===== src/rtl/fp_pkg.sv =====
// Shared format helpers, flag indices and stage-register control type for the FP add/sub pipeline.
package fp_pkg;

    localparam int unsigned DEF_EXP_W = 8;
    localparam int unsigned DEF_MAN_W = 23;
    localparam int unsigned DEF_TAG_W = 4;

    localparam int unsigned FLG_INVALID   = 3;
    localparam int unsigned FLG_OVERFLOW  = 2;
    localparam int unsigned FLG_UNDERFLOW = 1;
    localparam int unsigned FLG_INEXACT   = 0;

    function automatic int unsigned fp_width(input int unsigned exp_w, input int unsigned man_w);
        return 1 + exp_w + man_w;
    endfunction

    function automatic int unsigned fp_bias(input int unsigned exp_w);
        return (32'd1 << (exp_w - 1)) - 32'd1;
    endfunction

    function automatic int unsigned fp_exp_max(input int unsigned exp_w);
        return (32'd1 << exp_w) - 32'd1;
    endfunction

    // Quiet NaN: sign 0, exponent all ones, mantissa MSB set.
    function automatic logic [63:0] canon_nan(input int unsigned exp_w, input int unsigned man_w);
        logic [63:0] e_ones;
        e_ones = (64'd1 << exp_w) - 64'd1;
        return (e_ones << man_w) | (64'd1 << (man_w - 1));
    endfunction

    typedef struct packed {
        logic       valid;
        logic       sign;
        logic       eff_sub;
        logic       special;
        logic [3:0] flags;
    } stage_ctl_t;

endpackage


===== src/rtl/fp_lzc.sv =====
// Combinational leading-zero count with an all-zero indication.
module fp_lzc
    import fp_pkg::*;
#(
    parameter int unsigned WIDTH = 27,
    parameter int unsigned CNT_W = $clog2(WIDTH + 1)
) (
    input  logic [WIDTH-1:0] value,
    output logic [CNT_W-1:0] count,
    output logic             all_zero
);

    // Highest set bit wins since the scan runs LSB to MSB.
    always_comb begin
        count = CNT_W'(WIDTH);
        for (int i = 0; i < int'(WIDTH); i++) begin
            if (value[i]) begin
                count = CNT_W'(int'(WIDTH) - 1 - i);
            end
        end
    end

    assign all_zero = ~|value;

endmodule


===== src/rtl/fp_addsub_pipe.sv =====
// Three-stage IEEE-754 adder/subtractor: align, add, normalise/round/pack; valid/ready with global stall.
module fp_addsub_pipe
    import fp_pkg::*;
#(
    parameter  int unsigned EXP_W = DEF_EXP_W,
    parameter  int unsigned MAN_W = DEF_MAN_W,
    parameter  int unsigned TAG_W = DEF_TAG_W,
    localparam int unsigned W     = 1 + EXP_W + MAN_W
) (
    input  logic             clk,
    input  logic             rst,
    input  logic             in_valid,
    output logic             in_ready,
    input  logic [W-1:0]     in_a,
    input  logic [W-1:0]     in_b,
    input  logic             in_sub,
    input  logic [TAG_W-1:0] in_tag,
    output logic             out_valid,
    input  logic             out_ready,
    output logic [W-1:0]     out_result,
    output logic [TAG_W-1:0] out_tag,
    output logic [3:0]       out_flags
);

    localparam int unsigned XW   = MAN_W + 4;   // {hidden, mantissa, G, R, S}
    localparam int unsigned SW   = MAN_W + 5;   // aligned sum including carry
    localparam int unsigned SH_W = $clog2(XW);
    localparam int unsigned LZ_W = $clog2(XW + 1);
    localparam int unsigned EW   = EXP_W + 2;   // signed headroom for exponent adjust
    localparam logic [W-1:0]     QNAN      = W'(canon_nan(EXP_W, MAN_W));
    localparam logic [EXP_W-1:0] EXP_ONES  = EXP_W'(fp_exp_max(EXP_W));
    localparam logic [EXP_W:0]   EXP_MAX_X = (EXP_W + 1)'(fp_exp_max(EXP_W));

    logic advance;
    assign advance  = ~out_valid | out_ready;
    assign in_ready = advance & ~rst;

    // S1: unpack, flush subnormals, classify specials, swap and align
    logic             sa, sb, a_nan, b_nan, a_snan, b_snan, a_inf, b_inf, a_ge;
    logic [EXP_W-1:0] ea, eb, ex, ey, diff;
    logic [MAN_W-1:0] ma, mb;
    logic [XW-1:0]    mx, my, my_sh;
    logic [2*XW-1:0]  y_ext;
    logic [SH_W-1:0]  sh;
    stage_ctl_t       c1;
    logic [W-1:0]     r1;

    always_comb begin
        sa     = in_a[W-1];
        sb     = in_b[W-1] ^ in_sub;
        ea     = in_a[W-2 -: EXP_W];
        eb     = in_b[W-2 -: EXP_W];
        ma     = (ea == '0) ? '0 : in_a[MAN_W-1:0];
        mb     = (eb == '0) ? '0 : in_b[MAN_W-1:0];
        a_nan  = (ea == EXP_ONES) && (in_a[MAN_W-1:0] != '0);
        b_nan  = (eb == EXP_ONES) && (in_b[MAN_W-1:0] != '0);
        a_snan = a_nan & ~in_a[MAN_W-1];
        b_snan = b_nan & ~in_b[MAN_W-1];
        a_inf  = (ea == EXP_ONES) && (in_a[MAN_W-1:0] == '0);
        b_inf  = (eb == EXP_ONES) && (in_b[MAN_W-1:0] == '0);

        a_ge       = {ea, ma} >= {eb, mb};
        ex         = a_ge ? ea : eb;
        ey         = a_ge ? eb : ea;
        mx         = a_ge ? {|ea, ma, 3'b000} : {|eb, mb, 3'b000};
        my         = a_ge ? {|eb, mb, 3'b000} : {|ea, ma, 3'b000};
        diff       = ex - ey;
        sh         = (32'(diff) > XW - 1) ? SH_W'(XW - 1) : SH_W'(diff);
        y_ext      = {my, XW'(0)} >> sh;
        my_sh      = {y_ext[2*XW-1:XW+1], y_ext[XW] | (|y_ext[XW-1:0])};

        c1.valid   = in_valid;
        c1.sign    = a_ge ? sa : sb;
        c1.eff_sub = sa ^ sb;
        c1.special = 1'b1;
        c1.flags   = '0;
        r1         = QNAN;
        if (a_nan || b_nan) begin
            c1.flags[FLG_INVALID] = a_snan | b_snan;
        end else if (a_inf && b_inf && (sa != sb)) begin
            c1.flags[FLG_INVALID] = 1'b1;
        end else if (a_inf) begin
            r1 = {sa, EXP_ONES, MAN_W'(0)};
        end else if (b_inf) begin
            r1 = {sb, EXP_ONES, MAN_W'(0)};
        end else begin
            c1.special = 1'b0;
        end
    end

    stage_ctl_t       s1, s2;
    logic [W-1:0]     s1_res, s2_res;
    logic [EXP_W-1:0] s1_exp, s2_exp;
    logic [XW-1:0]    s1_mx, s1_my;
    logic [SW-1:0]    s2_sum, sum;
    logic [TAG_W-1:0] s1_tag, s2_tag;

    // S2: magnitude add/subtract; X is never smaller than aligned Y
    always_comb begin
        sum = s1.eff_sub ? ({1'b0, s1_mx} - {1'b0, s1_my}) : ({1'b0, s1_mx} + {1'b0, s1_my});
    end

    // S3: normalise, round to nearest even, range check, pack
    logic [LZ_W-1:0]  lz;
    logic             sum_zero, carry, rnd_up, inexact, uflow, oflow;
    logic [XW-1:0]    norm;
    logic [EW-1:0]    e_pre, e_fin;
    logic [MAN_W+1:0] mant_r;
    logic [MAN_W-1:0] frac;
    logic [W-1:0]     r3;
    logic [3:0]       f3;

    fp_lzc #(.WIDTH(XW), .CNT_W(LZ_W)) u_lzc (
        .value    (s2_sum[XW-1:0]),
        .count    (lz),
        .all_zero (sum_zero)
    );

    always_comb begin
        carry = s2_sum[SW-1];
        if (carry) begin
            norm  = {s2_sum[SW-1:2], s2_sum[1] | s2_sum[0]};
            e_pre = {2'b00, s2_exp} + EW'(1);
        end else begin
            norm  = s2_sum[XW-1:0] << lz;
            e_pre = {2'b00, s2_exp} - EW'(lz);
        end
        rnd_up  = norm[2] & (norm[3] | norm[1] | norm[0]);
        inexact = |norm[2:0];
        mant_r  = {1'b0, norm[XW-1:3]} + (MAN_W + 2)'(rnd_up);
        e_fin   = e_pre + EW'(mant_r[MAN_W+1]);
        frac    = mant_r[MAN_W+1] ? mant_r[MAN_W:1] : mant_r[MAN_W-1:0];
        uflow   = e_fin[EW-1] | (e_fin == '0);
        oflow   = ~e_fin[EW-1] & (e_fin[EW-2:0] >= EXP_MAX_X);

        r3 = '0;
        f3 = '0;
        if (s2.special) begin
            r3 = s2_res;
            f3 = s2.flags;
        end else if (!carry && sum_zero) begin
            r3 = {s2.sign & ~s2.eff_sub, (W - 1)'(0)};
        end else if (uflow) begin
            r3                = {s2.sign, (W - 1)'(0)};
            f3[FLG_UNDERFLOW] = 1'b1;
            f3[FLG_INEXACT]   = 1'b1;
        end else if (oflow) begin
            r3               = {s2.sign, EXP_ONES, MAN_W'(0)};
            f3[FLG_OVERFLOW] = 1'b1;
            f3[FLG_INEXACT]  = 1'b1;
        end else begin
            r3              = {s2.sign, e_fin[EXP_W-1:0], frac};
            f3[FLG_INEXACT] = inexact;
        end
    end

    // All stages shift together on advance; a stall freezes everything.
    always_ff @(posedge clk or posedge rst) begin
        if (rst) begin
            s1         <= '0;
            s1_res     <= '0;
            s1_exp     <= '0;
            s1_mx      <= '0;
            s1_my      <= '0;
            s1_tag     <= '0;
            s2         <= '0;
            s2_res     <= '0;
            s2_exp     <= '0;
            s2_sum     <= '0;
            s2_tag     <= '0;
            out_valid  <= 1'b0;
            out_result <= '0;
            out_tag    <= '0;
            out_flags  <= '0;
        end else if (advance) begin
            s1        <= c1;
            s1_res    <= r1;
            s1_exp    <= ex;
            s1_mx     <= mx;
            s1_my     <= my_sh;
            s1_tag    <= in_tag;
            s2        <= s1;
            s2_res    <= s1_res;
            s2_exp    <= s1_exp;
            s2_sum    <= sum;
            s2_tag    <= s1_tag;
            out_valid <= s2.valid;
            if (s2.valid) begin
                out_result <= r3;
                out_tag    <= s2_tag;
                out_flags  <= f3;
            end
        end
    end

endmodule


===== config.mk =====
export PLATFORM = sky130hd
export DESIGN_NAME = fp_addsub_pipe
export DESIGN_NICKNAME = d
export VERILOG_FILES = /design/src/rtl/fp_pkg.sv /design/src/rtl/fp_lzc.sv /design/src/rtl/fp_addsub_pipe.sv
export SDC_FILE = /design/constraint.sdc
export NUM_CORES = 1
export LEC_CHECK = 0
export BUFFER_PORTS_ARGS = -buffer_cell sky130_fd_sc_hd__buf_4
export CAP_MARGIN = 20
export CELL_PAD_IN_SITES_DETAIL_PLACEMENT = 1
export CELL_PAD_IN_SITES_GLOBAL_PLACEMENT = 1
export CORE_UTILIZATION = 39
export CTS_CLUSTER_SIZE = 8
export DETAILED_ROUTE_END_ITERATION = 10
export PLACE_DENSITY = 0.86
export SYNTH_ARGS = -nofsm -noshare
export SYNTH_HDL_FRONTEND = slang
export SYNTH_SLANG_ARGS = --single-unit

===== constraint.sdc =====
create_clock -name clk -period 6.45 [get_ports clk]
set_clock_uncertainty 0.2 [all_clocks]
set_input_delay 0.3225 -clock clk [delete_from_list [all_inputs] [get_ports clk]]
set_output_delay 0.3225 -clock clk [all_outputs]
set_load 0.01 [all_outputs]

==> summary by stage, run 1 <==
Detailed routing
The number of vias after detailed routing is 17900. After the first detailed-routing iteration, the DRC count stood at 1762. The count of nets left with antenna violations once routing finished came out at 0.

The detail-routed via count per cell is 6.36. The sum of routed wire length over all layers is 71700 um. The first-pass iteration count of the detailed router is 6. In the final routed layout, each cell accounts on average for 25.5 um. After detailed routing, the number of remaining DRC violations is 0.

Die
For this configuration, the core starts out at a cell density of 40.0%. In this run the horizontal extent of the chip is 196 um. The floorplan has 70 rows. The floorplan step defined a die boundary enclosing 0.0386 mm^2. The count of pins on the block boundary is 115. The core region is 0.0369 mm^2. The floorplan die height is 196 um.

STA
Headroom to the max-slew limit came out at 34.0%. The final number of hold-violating endpoints is 0. Adding up every negative setup slack in the final design gives -13.34 ns. The number of max-slew violations in the final report was 0. Setup violations remaining at the end of the flow were counted as 34. Across all setup checks in the final design, the least slack found is -0.527 ns. The slew of the pin with the lowest slew margin is 0.977 ns.

The worst-case hold slack is 0.0111 ns. Derived from the worst setup path, the maximum achievable clock frequency is 143 MHz. Setup repair after global routing could not meet its margin everywhere. For the finished layout, the period the worst path requires is 6.98 ns. The ratio of final minimum period to clock period is 108%.

GRT
Across every metal layer, demand over resource in global routing totals 33.6%. Global routing finished with a remaining overflow of 0. The number of antenna violations at the first check in global routing is 1. The global-route wire length before repair is 101000 um. The via count of the first global-routing pass is 17900. Entering global routing, the biggest net connects 97 pins.

Clock network
The count of H-tree levels built during CTS is 4. The cell sitting at the root of the clock tree is a sky130_fd_sc_hd__clkbuf_16. The clock network latency to the later pin of the worst-skew pair is 0.46 ns. Clock-pin slew was measured on the worst setup and hold paths at 0.09 ns.

The TritonCTS clock tree is yes. For this design, the sink count on the clock tree is 160. TritonCTS created 17 clock buffers. No sink is reached through more buffers than the 2 on the longest clock path.

Setup path
The slowest stage of the critical path is the sky130_fd_sc_hd__dfrtp_1 cell. The critical path data required time is 6.63 ns. The number of cell instances on the worst register-to-register path is 30. The critical path launch point type is a register. The worst register-to-register path begins at s2_sum[7]. The most frequent cell on the critical path is sky130_fd_sc_hd__buf_4. The end of the worst register-to-register path is out_flags[0]. Data arrives at the worst endpoint at 7.16 ns.

The critical path in this run is classified as register to register. STA classifies the critical path endpoint as a register. Setup slack on the worst reg-to-reg path comes out at -0.53 ns. Along the worst path, the maximum fanout reaches 8.

The largest single stage delay on the critical path is 0.49 ns. The timing startpoint of the critical path is s2_sum[7]. The critical path capture point is out_flags[0].

Synthesis
The number of warning messages in the yosys log is 0. Sequential elements use 27.2% of the synthesized area. After synthesis, the cell types taking the most area are sky130_fd_sc_hd__dfrtp_1, sky130_fd_sc_hd__nand2_1, sky130_fd_sc_hd__nor2_1, sky130_fd_sc_hd__ha_1, sky130_fd_sc_hd__a21oi_1.

The most common cell in the synthesized netlist is sky130_fd_sc_hd__nand2_1. The area of the mapped netlist is 0.0147 mm^2. The gate count after technology mapping is 1922. When the netlist entered floorplanning its net count stood at 2062. The number of storage elements in the synthesis netlist is 160.

The area share of the leading cell type in the synthesized netlist is 27.2%. The mean instance size in the synthesized netlist is 7.67 um^2. The commonest cells after synthesis are sky130_fd_sc_hd__nand2_1, sky130_fd_sc_hd__nor2_1, sky130_fd_sc_hd__dfrtp_1.

For this run, asynchronously set or reset flops after synthesis account for 100%. The most area-hungry cell type in the Yosys netlist is sky130_fd_sc_hd__dfrtp_1. The most used flip-flop cell after synthesis is sky130_fd_sc_hd__dfrtp_1. The distinct cell type count of the synthesized netlist is 99. The number of flops mapped to enable cells by yosys is 0.

Place
Counting tap cells, the placed design contains a total of 2739 instances. The placed wire-length estimate is 49000 um. At the placement stage, the worst setup path has a slack of -0.502 ns. The weighted congestion at the end of routability-driven global placement is 0.979.

Input and output buffers added on the ports amount to 114.

Power
In this run the power density over the cells is 499 mW/mm^2. Across the VDD grid, the largest voltage drop is 0.000217 V. The leakage power of the design is 0.00886 uW.

Min path
The type of the worst min-delay path is input pin to register. In this run the most critical hold path is launched from in_a[31].

Run status
The flow ran to the end, but the final reports show violations. The final reports fail on setup timing.

Job
The number of violations of the max-capacitance limit is 0.

Finish
The post-route core utilization is 53.3%. The final layout net count is 2432. The number of standard cells in the layout, taps in and fillers out is 2809. 0 antenna diodes ended up in the layout.

The number of inserted filler cells in the final layout is 4552. The layout-stage area growth over the synthesis result is 33.3%. The ratio of cells with drive above 1 in the final layout is 27.7%.
-- final cells by class --
class,count,area (um^2),area share (%)
clock buffer,19,443,2.26
clock inverter,13,170,0.867
inverter,56,220,1.12
multi-input combinational,1586,10500,53.4
sequential,160,4000,20.4
tap,504,631,3.21
timing repair buffer,471,3680,18.7
-- routing by layer --
metal / up-vias / GRT usage, % / share of wire (%)
li1: 7716 / - / -
met1: 8696 / 38.3 / 37
met2: 1011 / 60.6 / 48
met3: 445 / 3.61 / 6.7
met4: 0 / 20.1 / 9.0
met5: - / 0 / 0
-- cells in the final DEF (no fill, tap or decap), types with 9 or more instances in the layout --
cell	count
sky130_fd_sc_hd__nand4_1	19
sky130_fd_sc_hd__o211ai_1	19
sky130_fd_sc_hd__o21a_1	16
sky130_fd_sc_hd__and2_1	30
sky130_fd_sc_hd__clkbuf_16	18
sky130_fd_sc_hd__nor4_1	23
sky130_fd_sc_hd__and3_1	12
sky130_fd_sc_hd__a31oi_1	17
sky130_fd_sc_hd__nand3_1	45
sky130_fd_sc_hd__o31ai_1	13
sky130_fd_sc_hd__o21ai_1	19
sky130_fd_sc_hd__nand2b_1	19
sky130_fd_sc_hd__o21ai_2	9
sky130_fd_sc_hd__nor2_1	219
sky130_fd_sc_hd__xnor2_1	51
sky130_fd_sc_hd__or3_1	10
sky130_fd_sc_hd__a221o_1	14
sky130_fd_sc_hd__nor2b_1	10
sky130_fd_sc_hd__buf_6	11
sky130_fd_sc_hd__o21ai_0	118
sky130_fd_sc_hd__a211o_1	10
sky130_fd_sc_hd__dfrtp_1	160
sky130_fd_sc_hd__a22o_1	17
sky130_fd_sc_hd__o22ai_1	10
sky130_fd_sc_hd__o21bai_1	9
sky130_fd_sc_hd__xor2_1	28
sky130_fd_sc_hd__mux4_2	11
sky130_fd_sc_hd__nor3_1	32
sky130_fd_sc_hd__ha_1	64
sky130_fd_sc_hd__inv_1	50
sky130_fd_sc_hd__a21oi_1	138
sky130_fd_sc_hd__mux2_2	9
sky130_fd_sc_hd__nand2_1	302
sky130_fd_sc_hd__a22oi_1	21
sky130_fd_sc_hd__a211oi_1	13
sky130_fd_sc_hd__mux2i_1	44
sky130_fd_sc_hd__buf_4	445
-- registers in the layout, summed over array words and instances, names as in the netlist --
register,flops
out_valid,1
s1_my,27
out_result,32
out_flags,4
s2_sum,28
out_tag,4
s1_res,3
s1,5
s1_exp,8
s1_tag,4
s2_res,3
s2_tag,4
s2,5
s1_mx,24
s2_exp,8
-- stage by stage --
| stage | power (uW) | instance area, um^2 |
|---|---|---|
| floorplan | 5070 | 14800 |
| global placement | 7250 | 18100 |
| detailed placement | 7500 | 18100 |
| CTS | 8850 | 19100 |
| global route | 10100 | 19600 |
| finish | 9800 | 19600 |
-- where the power goes --
part,switching (uW),internal (uW)
Sequential,392,1350
Combinational,4090,2880
Clock,497,597
-- timing repair --
action | 4_1_cts | 5_1_grt
endpoints found under the hold margin | 100 | 0
resized for setup | 38 | 75
setup buffers | 9 | 21
gates cloned | 0 | 3
setup endpoints to repair | 34 | 52
pin swaps | 18 | 26
hold buffers | 6 | 0
-- kinds of logic (layout without fill, tap and decap cells) --
logic type	after synthesis	after routing	share of synthesized area, %
buffers and inverters	177	559	5.22
AO/OA/AOI/OAI	570	571	26.2
multiplexers	69	69	5.73
XOR/XNOR	83	83	4.93
flip-flops	160	160	27.2
adder cells (fa/ha/maj)	67	67	5.74
AND/OR/NAND/NOR	796	796	25.0
-- worst min-delay path by stage --
stage | end | cells past startpoint | slack [ns]
after floorplan | s2_res[22] | 2 | 0.23
after global placement | s1_res[30] | 1 | 0.25
after detailed placement | out_flags[2] | 2 | 0.26
after CTS | s1_res[31] | 3 | 0.005
after global routing | s1_res[31] | 3 | 0.06
final | s1_res[31] | 3 | 0.01
-- worst max-delay path: cells and delay by family, from the launching register on --
family                     cells  cell delay, ns
adders and majority gates      2            0.37
DFF                            1            0.49
buffers and inverters          8            1.21
AOI/OAI and AO/OA             12            2.70
and+or+nand+nor                8            1.93
Power figures use the tool's default switching activity.
==> inputs of run 2 (changes only) <==
--- a/config.mk
+++ b/config.mk
@@ -13,6 +13,7 @@
 export CTS_CLUSTER_SIZE = 8
 export DETAILED_ROUTE_END_ITERATION = 10
 export PLACE_DENSITY = 0.86
+export RECOVER_POWER = 25
 export SYNTH_ARGS = -nofsm -noshare
 export SYNTH_HDL_FRONTEND = slang
 export SYNTH_SLANG_ARGS = --single-unit
==> run 2 against run 1 <==
Against the previous run:
- the flow finishes with violations (capacitance limit, slew limit, setup timing)
- wire length hardly changed
- count of clock-buffer cells in the layout is the same
- die area unchanged
- worst hold slack lost 0.0078 ns
- non-clock buffer count is the same
- sequential share of layout area rose by 0.17 points
- final cell count did not move
- critical endpoint unchanged
- clock power about the same
- global-route usage stayed put
- sequential power hardly changed
- flip-flop and latch count stayed put
==> summary by stage, run 2 (synthesized netlist as in run 1, its figures left out) <==
Run status
Outcome: finished with violations (unchanged). Violated checks: capacitance limit, slew limit, setup timing (was setup timing).

GRT
The met3 routing resource usage after global routing is 3.61% (unchanged). The routing layer with the top usage in global route is met2 (unchanged). The total routing resource utilization after global routing is 33.6% (unchanged). The largest net degree at the start of global routing came to 97 (unchanged).

The met1 usage is 38.3% (unchanged). The global-route congestion overflow total was 0 (unchanged). The via count of the first global-routing pass came to 17900 (unchanged). The global-route track usage on met2 is 60.6% (unchanged). The number of antenna violations at the first check in global routing is 1 (unchanged). The global-route wire length before repair is 101000 um (unchanged).

Setup path
The endpoint class of the critical path was a register (unchanged). The data arrival at the endpoint of the critical path is 7.14 ns (was 7.16 ns). The type of the worst setup path was register to register (unchanged).

The critical path launch point type is a register (unchanged). The stage delay of the slowest cell on the critical path is 0.50 ns (was 0.49 ns). The number of cell instances on the worst register-to-register path is 30 (unchanged).

The master of the slowest instance on the critical path is sky130_fd_sc_hd__dfrtp_1 (unchanged). The maximum fanout along the worst path is 8 (unchanged). The worst flop-to-flop path startpoint is s2_sum[7] (unchanged). The most frequent cell on the critical path is sky130_fd_sc_hd__buf_4 (unchanged). The register-to-register setup slack is -0.50 ns (was -0.53 ns). The critical path data required time is 6.63 ns (about the same).

The end of the worst register-to-register path is out_flags[0] (unchanged).

Clock network
The TritonCTS sink count is 160 (unchanged). The CTS buffer count is 17 (unchanged). The clock-pin transition on the worst setup and hold timing paths is 0.08 ns (was 0.09 ns). The clock root buffer is sky130_fd_sc_hd__clkbuf_16 (unchanged). The clock network latency to the later pin of the worst-skew pair is 0.46 ns (about the same). The maximum buffer depth of the clock tree is 2 (unchanged).

The count of H-tree levels built during CTS is 4 (unchanged). The TritonCTS clock tree is yes (unchanged).

Min path
The start point of the worst hold path is in_a[31] (unchanged). The end point of the worst hold path is s1_res[31] (unchanged). The type of the worst min-delay path is input pin to register (unchanged).

The cell depth of the worst hold path was 3 (unchanged).

Place
The weighted congestion at the end of routability-driven global placement was 0.979 (unchanged). The placed wire-length estimate came to 49000 um (unchanged). The number of port buffers is 114 (unchanged). The worst slack at placement is -0.502 ns (unchanged).

Finish
The register ranked first by flip-flop count is out_result (unchanged). The number of inserted filler cells in the final layout is 4585 (was 4552). Top flop regs: out_result (32), s2_sum (28), s1_my (27) (unchanged). The final layout net count was 2432 (unchanged). The ratio of cells with drive above 1 in the final layout is 25.9% (was 27.7%). The flip-flop count of the largest register after layout is 32 (unchanged). The layout-stage area growth over the synthesis result is 32.2% (was 33.3%).

The final antenna diode count is 0 (unchanged). Leading cell types in the layout, fill and taps excluded: sky130_fd_sc_hd__buf_4, sky130_fd_sc_hd__nand2_1, sky130_fd_sc_hd__nor2_1 (unchanged). The most common cell after layout, fill and taps aside is sky130_fd_sc_hd__buf_4 (unchanged).

Detailed routing
The detailed-route wire length per cell is 25.5 um (about the same). The first-pass iteration count of the detailed router is 6 (unchanged). The residual antenna-violating net count after detailed routing is 0 (unchanged). The post-route DRC violation count was 0 (unchanged). The sum of routed wire length over all layers is 71700 um (about the same).

The first-iteration detailed-routing DRC count came to 1683 (was 1762). The detail-routed via count per cell is 6.36 (about the same). The number of vias after detailed routing came to 17900 (about the same).

STA
The number of failing setup endpoints in the final timing report came to 34 (unchanged). The timing-limited maximum frequency is 144 MHz (was 143 MHz). The time the worst path needs with I/O delays and setup is 6.95 ns (was 6.98 ns). The final number of hold-violating endpoints is 0 (unchanged). The worst-case setup margin in the final layout is -0.505 ns (was -0.527 ns). The slew of the pin with the lowest slew margin came to 4.32 ns (was 0.977 ns). The number of max-slew violations in the final report was 145 (was 0). The worst-case hold slack is 0.00328 ns (was 0.0111 ns).

The sum of negative setup slack is -13.25 ns (was -13.34 ns). The ratio of final minimum period to clock period is 108% (about the same). RSZ-0062 raised after global routing: yes (unchanged). The relative max-transition margin is -190% (was 34.0%).

Die
The area enclosed by the die boundary is 0.0386 mm^2 (unchanged). The count of pins on the block boundary was 115 (unchanged). The core area is 0.0369 mm^2 (unchanged).

The placement row count is 70 (unchanged). The x dimension of the die came to 196 um (unchanged). The initial core utilization is 40.0% (unchanged). The floorplan die height is 196 um (unchanged).

Power
The total power of the final layout is 9710 uW (was 9800 uW). The power per cell area is 498 mW/mm^2 (was 499 mW/mm^2). The largest vdd supply drop came to 0.000218 V (was 0.000217 V). The leakage power of the design is 0.00869 uW (was 0.00886 uW).

Job
The number of violations of the max-capacitance limit is 2 (was 0).
run 2: report_power, final:
group	total (uW)	switching [uW]	internal [uW]
Clock	1100	499	598
Sequential	1740	389	1350
Combinational	6870	4080	2790
Total	9710	4970	4740
run 2: layout make-up:
cell class	instances	area, um^2	area share, %
clock inverter	13	170	0.874
timing repair buffer	471	3520	18.1
clock buffer	19	443	2.27
multi-input combinational	1586	10500	53.9
tap	504	631	3.24
sequential	160	4000	20.6
inverter	56	216	1.11
run 2: repair_timing:
| item | 4_1_cts | 5_1_grt |
|---|---|---|
| endpoints found under the setup margin | 34 | 52 |
| gates resized for setup | 38 | 75 |
| hold buffers | 6 | 0 |
| setup buffers | 9 | 21 |
| pin swaps | 18 | 26 |
| endpoints found under the hold margin | 100 | 0 |
| gates cloned | 0 | 3 |
run 2: worst max path at each step:
stage,cells past startpoint,startpoint,slack [ns],end
after floorplan,32,s2_sum[1],0.06,out_result[11]
after global placement,28,in_b[23],-0.27,s1_my[0]
after detailed placement,26,in_a[28],-0.50,s1_my[0]
after CTS,29,s2_sum[1],0.01,out_result[4]
after global routing,31,s2_sum[7],-0.68,out_result[4]
final,30,s2_sum[7],-0.50,out_flags[0]
run 2: per-layer routing:
metal	routed length, um	up-vias
met4	6350	2
li1	-	7710
met3	4970	448
met1	26200	8645
met5	12	-
met2	34200	1051
run 2: per-stage QoR:
stage	cell area, um^2	util [%]	instances
2_1_floorplan	14800	-	1922
3_3_place_gp	18100	49.2	2739
3_5_place_dp	18100	49.2	2739
4_1_cts	19100	51.7	2786
5_1_grt	19500	52.8	2809
6_report	19500	52.8	2809
run 2: worst max-delay path: cells and delay by family, from the launching register on:
kind                       cells  cell delay, ns
buffers and inverters          8            1.21
AOI/OAI and AO/OA             12            2.66
adders and majority gates      2            0.37
DFF                            1            0.50
and+or+nand+nor                8            1.94
